**src/rtl/divisor_secuencial_param.sv**
```systemverilog
// Multi-cycle radix-2 restoring divider, signed/unsigned per operation.
// Latency W+1 cycles from Start to Done; Start is ignored while Busy.
module divisor_secuencial_param #(
  parameter int W = 16
) (
  input  logic         clk_i,
  input  logic         rst_i,
  input  logic         start_i,
  input  logic         signed_i,
  input  logic [W-1:0] num_i,
  input  logic [W-1:0] den_i,
  output logic         busy_o,
  output logic         done_o,
  output logic [W-1:0] coc_o,
  output logic [W-1:0] res_o,
  output logic         div_zero_o,
  output logic         ovf_o
);

  localparam int CW = (W > 2) ? $clog2(W) : 1;
  localparam logic [CW-1:0] CNT_LAST = CW'(W - 1);
  localparam logic [W-1:0]  MOST_NEG = {1'b1, {(W-1){1'b0}}};

  typedef enum logic [1:0] {S_IDLE, S_CALC, S_FIX} state_t;

  state_t        state_q, state_d;
  logic [CW-1:0] cnt_q, cnt_d;
  logic [W-1:0]  r_q, r_d;
  logic [W-1:0]  a_q, a_d;
  logic [W-1:0]  dmag_q, dmag_d;
  logic [W-1:0]  num_q, num_d;
  logic          nneg_q, nneg_d;
  logic          dneg_q, dneg_d;
  logic [W-1:0]  coc_q, coc_d;
  logic [W-1:0]  res_q, res_d;
  logic          dz_q, dz_d;
  logic          ov_q, ov_d;
  logic          done_q, done_d;

  // The partial remainder is W+1 bits only transiently: after the
  // conditional subtract it is always below |Den| and fits in W bits.
  logic [W:0]    r_shift;
  logic [W-1:0]  r_sub;
  logic          ovf_cond;

  assign r_shift  = {r_q, a_q[W-1]};
  assign r_sub    = r_shift[W-1:0] - dmag_q;
  assign ovf_cond = nneg_q && dneg_q && (num_q == MOST_NEG) && (dmag_q == W'(1));

  always_comb begin
    state_d = state_q;
    cnt_d   = cnt_q;
    r_d     = r_q;
    a_d     = a_q;
    dmag_d  = dmag_q;
    num_d   = num_q;
    nneg_d  = nneg_q;
    dneg_d  = dneg_q;
    coc_d   = coc_q;
    res_d   = res_q;
    dz_d    = dz_q;
    ov_d    = ov_q;
    done_d  = 1'b0;
    case (state_q)
      S_IDLE: begin
        if (start_i) begin
          state_d = S_CALC;
          nneg_d  = signed_i && num_i[W-1];
          dneg_d  = signed_i && den_i[W-1];
          a_d     = (signed_i && num_i[W-1]) ? -num_i : num_i;
          dmag_d  = (signed_i && den_i[W-1]) ? -den_i : den_i;
          num_d   = num_i;
          r_d     = '0;
          cnt_d   = '0;
        end
      end
      S_CALC: begin
        // Numerator register doubles as the quotient shift register.
        if (r_shift >= {1'b0, dmag_q}) begin
          r_d = r_sub;
          a_d = {a_q[W-2:0], 1'b1};
        end else begin
          r_d = r_shift[W-1:0];
          a_d = {a_q[W-2:0], 1'b0};
        end
        cnt_d = cnt_q + CW'(1);
        if (cnt_q == CNT_LAST) state_d = S_FIX;
      end
      S_FIX: begin
        state_d = S_IDLE;
        done_d  = 1'b1;
        if (dmag_q == '0) begin
          coc_d = '1;
          res_d = num_q;
          dz_d  = 1'b1;
          ov_d  = 1'b0;
        end else begin
          coc_d = (nneg_q ^ dneg_q) ? -a_q : a_q;
          res_d = nneg_q ? -r_q : r_q;
          dz_d  = 1'b0;
          ov_d  = ovf_cond;
        end
      end
      default: state_d = S_IDLE;
    endcase
  end

  always_ff @(posedge clk_i) begin
    if (rst_i) begin
      state_q <= S_IDLE;
      cnt_q   <= '0;
      r_q     <= '0;
      a_q     <= '0;
      dmag_q  <= '0;
      num_q   <= '0;
      nneg_q  <= 1'b0;
      dneg_q  <= 1'b0;
      coc_q   <= '0;
      res_q   <= '0;
      dz_q    <= 1'b0;
      ov_q    <= 1'b0;
      done_q  <= 1'b0;
    end else begin
      state_q <= state_d;
      cnt_q   <= cnt_d;
      r_q     <= r_d;
      a_q     <= a_d;
      dmag_q  <= dmag_d;
      num_q   <= num_d;
      nneg_q  <= nneg_d;
      dneg_q  <= dneg_d;
      coc_q   <= coc_d;
      res_q   <= res_d;
      dz_q    <= dz_d;
      ov_q    <= ov_d;
      done_q  <= done_d;
    end
  end

  assign busy_o     = (state_q != S_IDLE);
  assign done_o     = done_q;
  assign coc_o      = coc_q;
  assign res_o      = res_q;
  assign div_zero_o = dz_q;
  assign ovf_o      = ov_q;

endmodule
```
**config.mk**
```make
export PLATFORM = sky130hd
export DESIGN_NAME = divisor_secuencial_param
export DESIGN_NICKNAME = d
export VERILOG_FILES = /design/src/rtl/divisor_secuencial_param.sv
export SDC_FILE = /design/constraint.sdc
export NUM_CORES = 1
export LEC_CHECK = 0
export ABC_CLOCK_PERIOD_IN_PS = 3700
export CAP_MARGIN = 20
export CORE_MARGIN = 2
export CORE_UTILIZATION = 40
export DETAILED_ROUTE_END_ITERATION = 6
export SYNTH_ARGS = -nofsm -noshare
export SYNTH_HDL_FRONTEND = slang
export SYNTH_SLANG_ARGS = --single-unit
```
**constraint.sdc**
```tcl
create_clock -name clk_i -period 3.7 [get_ports clk_i]
set_input_delay 0.74 -clock clk_i [delete_from_list [all_inputs] [get_ports clk_i]]
set_output_delay 0.74 -clock clk_i [all_outputs]
set_load 0.02 [all_outputs]
```
==> impl_metrics.env, run 1 <==
export IMPL_die_x_um=129.3
export IMPL_synthSimpleGateAreaFrac_pct=22.19
export IMPL_final_common_cell="nand2_1"
export IMPL_timing_fmax_ghz=0.3391
export IMPL_row_count=45
export IMPL_first_pass_iters=5
export IMPL_gr_usage_met3_pct=2.684
export IMPL_period_share_pct=79.71
export IMPL_gr_total_overflow=0
export IMPL_p_leak_uw=0.002683
export IMPL_clock_latency_ps=350
export IMPL_cts_buffers=9
export IMPL_synth_avg_cell_area_um2=7.689
export IMPL_synthXorXnorAreaFrac_pct=8.365
export IMPL_relSlewSlack_pct=32.84
export IMPL_end_kind="flop"
export IMPL_final_util_pct=48.91
export IMPL_worst_r2r_cell_count=6
export IMPL_wirelength_um=17530
export IMPL_antenna_found_initial=0
export IMPL_h_tree_depth=3
export IMPL_netlist_area_leader_share_pct=34.10
export IMPL_multi_input_area_um2=3864
export IMPL_start_kind="flop"
export IMPL_fin_tns_setup_ps=0
export IMPL_post_drt_wl_per_cell_um=16.34
export IMPL_yosys_register_bits=107
export IMPL_synthMuxAreaShare_pct=0.6373
export IMPL_cp_arrival_ps=3180
export IMPL_synth_nets=876
export IMPL_design_core_area_um2=15260
export IMPL_synth_cells=817
export IMPL_grt_busiest_layer="met2"
export IMPL_die_area_um2=16720
export IMPL_synth_top_family_by_area="compound AO/OA/AOI/OAI gates"
export IMPL_syn_to_final_growth_pct=18.78
export IMPL_port_buffer_count=71
export IMPL_post_cts_buffers=0
export IMPL_vias=5999
export IMPL_tritoncts="yes"
export IMPL_track_usage_pct=21.38
export IMPL_place_ws_ps=661.5
export IMPL_cts_sinks=107
export IMPL_crit_required_ps=3930
export IMPL_synthFlopType="dfxtp_1"
export IMPL_io_pins=72
export IMPL_yosysWarnings=0
export IMPL_maxCapViolations=0
export IMPL_grt_pass1_vias=5546
export IMPL_root_buffer="clkbuf_16"
export IMPL_synth_edf_count=0
export IMPL_first_iter_violations=437
export IMPL_grt_util_met2_pct=32.14
export IMPL_yosys_area_top_type="dfxtp_1"
export IMPL_cts_resized=0
export IMPL_min_path_type="flop to flop"
export IMPL_layout_common_cells="nand2_1, dfxtp_1, nor2_1, clkdlybuf4s50_1, a21oi_1"
export IMPL_start_util_pct=41.17
export IMPL_drc=0
export IMPL_clock_skew_ps=6.044
export IMPL_setup_ws_ps=750.8
export IMPL_drtAntennaViolNets=0
export IMPL_grt_pass1_wl_um=28560
export IMPL_hpwl_um=13130
export IMPL_peakVddDrop_uv=263.6
export IMPL_fin_nets=916
export IMPL_n_fill_cell=1537
export IMPL_hold_buffers=0
export IMPL_synth_adder_area_share_pct=4.700
export IMPL_rsz0062_at_grt="no"
export IMPL_crit_fanout=20
export IMPL_grt_use_met1_pct=31.87
export IMPL_syn_area_um2=6282
export IMPL_clkTransAtPathRegs_ps=70
export IMPL_synth_seq_area_share_pct=34.10
export IMPL_final_hold_viol_count=0
export IMPL_die_y_um=129.3
export IMPL_power_density_nw_per_um2=520.8
export IMPL_status="finished, final reports clean"
export IMPL_drv_slew=0
export IMPL_synth_area_leaders="dfxtp_1, nand2_1, a21oi_1"
export IMPL_ys_types=56
export IMPL_diodes=0
export IMPL_drive_gt1_share_pct=4.060
export IMPL_seqCellArea_um2=2142
export IMPL_whs_ps=468.6
export IMPL_clock_path_buffers=2
export IMPL_synth_compound_area_share_pct=25.47
export IMPL_grt_max_degree=86
export IMPL_whs_path_depth=2
export IMPL_worst_pin_slew_ps=1004
export IMPL_setup_violations=0
export IMPL_viasPerCell=5.591
export IMPL_place_congestion=0.9501
export IMPL_crit_type="flop to flop"
export IMPL_dp_cells=1057
export IMPL_instances_no_fill=1073
export IMPL_synthArstFlopShare_pct=0
export IMPL_timing_final_crit_period_ps=2949
-- worst max-delay path: stages, from the launching register on --
cell and delay [ps]:
dfxtp_1 510, ha_1 370, a21oi_1 320, o21ai_0 230, o31a_1 560, or2_2 510
o311ai_0 340
-- final cells by class --
cell class / instances / area share (%)
multi-input combinational: 634 / 51.78
inverter: 26 / 1.308
sequential: 107 / 28.71
clock inverter: 3 / 0.9222
timing repair buffer: 79 / 10.26
tap: 211 / 3.538
clock buffer: 13 / 3.488
-- synthesized netlist by cell type (10+ instances only) --
cell,number
nor4_1,11
nand2_1,145
nor2_1,80
a311oi_1,27
ha_1,22
a21oi_1,64
xnor2_1,28
nand3_1,15
nor3_1,11
xor2_1,32
clkbuf_1,48
o21ai_0,29
o31ai_1,10
nand2b_1,12
a22oi_1,12
dfxtp_1,107
a211oi_1,18
o211ai_1,29
inv_1,26
-- report_power, final --
part	total (uW)	switching, uW	internal, uW	leakage, uW
Clock	1060	430	634	0.000160
Sequential	1380	140	1240	0.000871
Combinational	1440	872	572	0.00165
-- cell families (layout without fill, tap and decap cells) --
group | after synthesis | in the layout
AOI/OAI and AO/OA | 233 | 233
and+or+nand+nor | 314 | 314
muxes | 4 | 4
DFF | 107 | 107
buffers and inverters | 76 | 121
xor gates and xnor gates | 60 | 60
adders and majority gates | 23 | 23
-- worst paths after layout --
| kind | from | end | slack [ps] |
|---|---|---|---|
| worst max-delay path | r_q[5] | r_q[1] | 750 |
| worst min-delay path | res_o[2] | res_o[2] | 470 |
| worst max register to register | r_q[5] | r_q[1] | 750 |
| worst min register to register | res_o[2] | res_o[2] | 470 |
-- per-stage QoR --
stage	instance area, um2	total power [uW]
3_5_place_dp	7133	2823
3_3_place_gp	7133	2796
4_1_cts	7462	3885
5_1_grt	7462	4126
6_report	7462	3886
2_1_floorplan	6282	2442
-- flip-flops by register name, indices dropped and copies added (netlist names), 2 cells and up --
signal / count
res_o: 16
cnt_q: 4
coc_o: 16
dmag_q: 16
r_q: 16
num_q: 16
a_q: 16
state_q: 2
-- layer usage --
layer,vias up,part of all wire [%]
met5,-,0
met4,0,1.4
met3,15,5.8
met2,164,43
met1,2794,50
li1,3026,-
Note: power is estimated with default switching activity, not from simulation.
==> inputs of run 2 (changes only) <==
--- a/config.mk
+++ b/config.mk
@@ -5,7 +5,7 @@
 export SDC_FILE = /design/constraint.sdc
 export NUM_CORES = 1
 export LEC_CHECK = 0
-export ABC_CLOCK_PERIOD_IN_PS = 3700
+export ABC_CLOCK_PERIOD_IN_PS = 2500
 export CAP_MARGIN = 20
 export CORE_MARGIN = 2
 export CORE_UTILIZATION = 40
==> constraint.sdc (replaced) <==
create_clock -name clk_i -period 2.5 [get_ports clk_i]
set_input_delay 0.5 -clock clk_i [delete_from_list [all_inputs] [get_ports clk_i]]
set_output_delay 0.5 -clock clk_i [all_outputs]
set_load 0.02 [all_outputs]
==> impl_metrics.env, run 2 (synthesis results as in run 1) <==
export IMPL_status="finished, final reports clean"
export IMPL_min_path_type="flop to flop"
export IMPL_n_fill_cell=1504
export IMPL_path_cells="inv_1, ha_1, a21o_1, a211oi_1, nand2_1, or2_2, o311ai_0"
export IMPL_post_drt_wl_per_cell_um=16.27
export IMPL_die_y_um=129.3
export IMPL_wirelength_um=18210
export IMPL_final_common_cell="nand2_1"
export IMPL_io_pins=72
export IMPL_clock_latency_ps=360
export IMPL_relSlewSlack_pct=34.00
export IMPL_r2r_setup_slack_ps=160
export IMPL_start_kind="flop"
export IMPL_setup_ws_ps=161.2
export IMPL_track_usage_pct=22.14
export IMPL_drc=0
export IMPL_h_tree_depth=3
export IMPL_grt_max_degree=83
export IMPL_root_buffer="clkbuf_16"
export IMPL_antenna_found_initial=0
export IMPL_first_pass_iters=5
export IMPL_timing_final_crit_period_ps=2339
export IMPL_viasPerCell=5.506
export IMPL_port_buffer_count=71
export IMPL_power_density_nw_per_um2=777.6
export IMPL_multi_input_area_um2=3882
export IMPL_grt_busiest_layer="met2"
export IMPL_crit_fanout=6
export IMPL_seqCellArea_um2=2143
export IMPL_tritoncts="yes"
export IMPL_vias=6161
export IMPL_drive_gt1_share_pct=9.692
export IMPL_design_power_total_uw=6098
export IMPL_fin_nets=962
export IMPL_cp_buffers_inverters=1
export IMPL_path_delay_family="compound AO/OA/AOI/OAI gates"
export IMPL_drtAntennaViolNets=0
export IMPL_crit_required_ps=2730
export IMPL_start_util_pct=41.17
export IMPL_grt_use_met1_pct=32.40
export IMPL_first_iter_violations=385
export IMPL_clock_path_buffers=2
export IMPL_grt_pass1_vias=5916
export IMPL_row_count=45
export IMPL_place_congestion=0.9279
export IMPL_peakVddDrop_uv=359.6
export IMPL_slowest_delay_ps=380
export IMPL_end_kind="flop"
export IMPL_grt_util_met2_pct=33.28
export IMPL_clkTransAtPathRegs_ps=70
export IMPL_syn_to_final_growth_pct=24.82
export IMPL_p_leak_uw=0.002920
export IMPL_setup_violations=0
export IMPL_diodes=0
export IMPL_gr_total_overflow=0
export IMPL_cts_sinks=107
export IMPL_die_x_um=129.3
export IMPL_worst_pin_slew_ps=986.4
export IMPL_period_share_pct=93.55
export IMPL_slowest_stage="dfxtp_1"
export IMPL_timing_fmax_ghz=0.4276
export IMPL_clock_skew_ps=9.914
export IMPL_final_hold_viol_count=0
export IMPL_cp_arrival_ps=2570
export IMPL_drv_slew=0
export IMPL_place_ws_ps=-127.0
export IMPL_hold_buffers=0
export IMPL_grt_pass1_wl_um=29500
export IMPL_design_core_area_um2=15260
export IMPL_hpwl_um=13710
export IMPL_maxCapViolations=0
export IMPL_layout_common_cells="nand2_1, dfxtp_1, nor2_1, clkdlybuf4s50_1, a21oi_1"
export IMPL_die_area_um2=16720
export IMPL_gr_usage_met3_pct=4.088
export IMPL_crit_type="flop to flop"
export IMPL_cts_buffers=9
[run 2: area by class of cell]
| type | count | area share, % |
|---|---|---|
| clock buffers | 11 | 2.968 |
| clock inverters | 5 | 1.085 |
| inverters | 26 | 1.245 |
| multi-input cells | 634 | 49.51 |
| flip-flops and latches | 107 | 27.33 |
| well taps | 211 | 3.367 |
| repair buffers | 125 | 14.49 |
[run 2: worst register-to-register path: cells and delay by family, from the launching register on]
kind,cells,cell delay [ps]
AOI/OAI and AO/OA,3,920
adders and majority gates,1,260
buffers and inverters,1,110
DFF,1,380
and+or+nand+nor,2,560
[run 2: metrics by stage]
| step | std cells | hold slack (ps) | setup TNS (ps) | utilization [%] | cell area (um2) |
|---|---|---|---|---|---|
| after floorplan | 817 | 440.0 | 0 | - | 6282 |
| after global placement | 1101 | 447.8 | -253.2 | 49.08 | 7488 |
| after detailed placement | 1101 | 451.5 | -337.4 | 49.08 | 7488 |
| after CTS | 1117 | 464.7 | 0 | 51.16 | 7806 |
| after global routing | 1119 | 482.7 | -18.98 | 51.39 | 7841 |
| final | 1119 | 461.8 | 0 | 51.39 | 7841 |
[run 2: layer usage]
metal	vias to the layer above	wire, um
met4	0	255
li1	3108	-
met2	166	7852
met1	2867	9059
met3	20	1040
met5	-	0
[run 2: timing repair]
item	4_1_cts	5_1_grt
resized for setup	0	7
setup endpoints to repair	0	14
buffers inserted	0	2
[run 2: where the power goes]
part           internal [uW]  switching, uW  leakage (uW)
combinational           1140           1410       0.00189
clock                    889            676      0.000156
sequential              1830            155      0.000872
[run 2: worst paths after layout]
path	startpoint	endpoint	cells past startpoint
setup / recovery	dmag_q[13]	r_q[1]	7
hold / removal	res_o[2]	res_o[2]	2
setup reg to reg	dmag_q[13]	r_q[1]	7
hold reg to reg	res_o[2]	res_o[2]	2
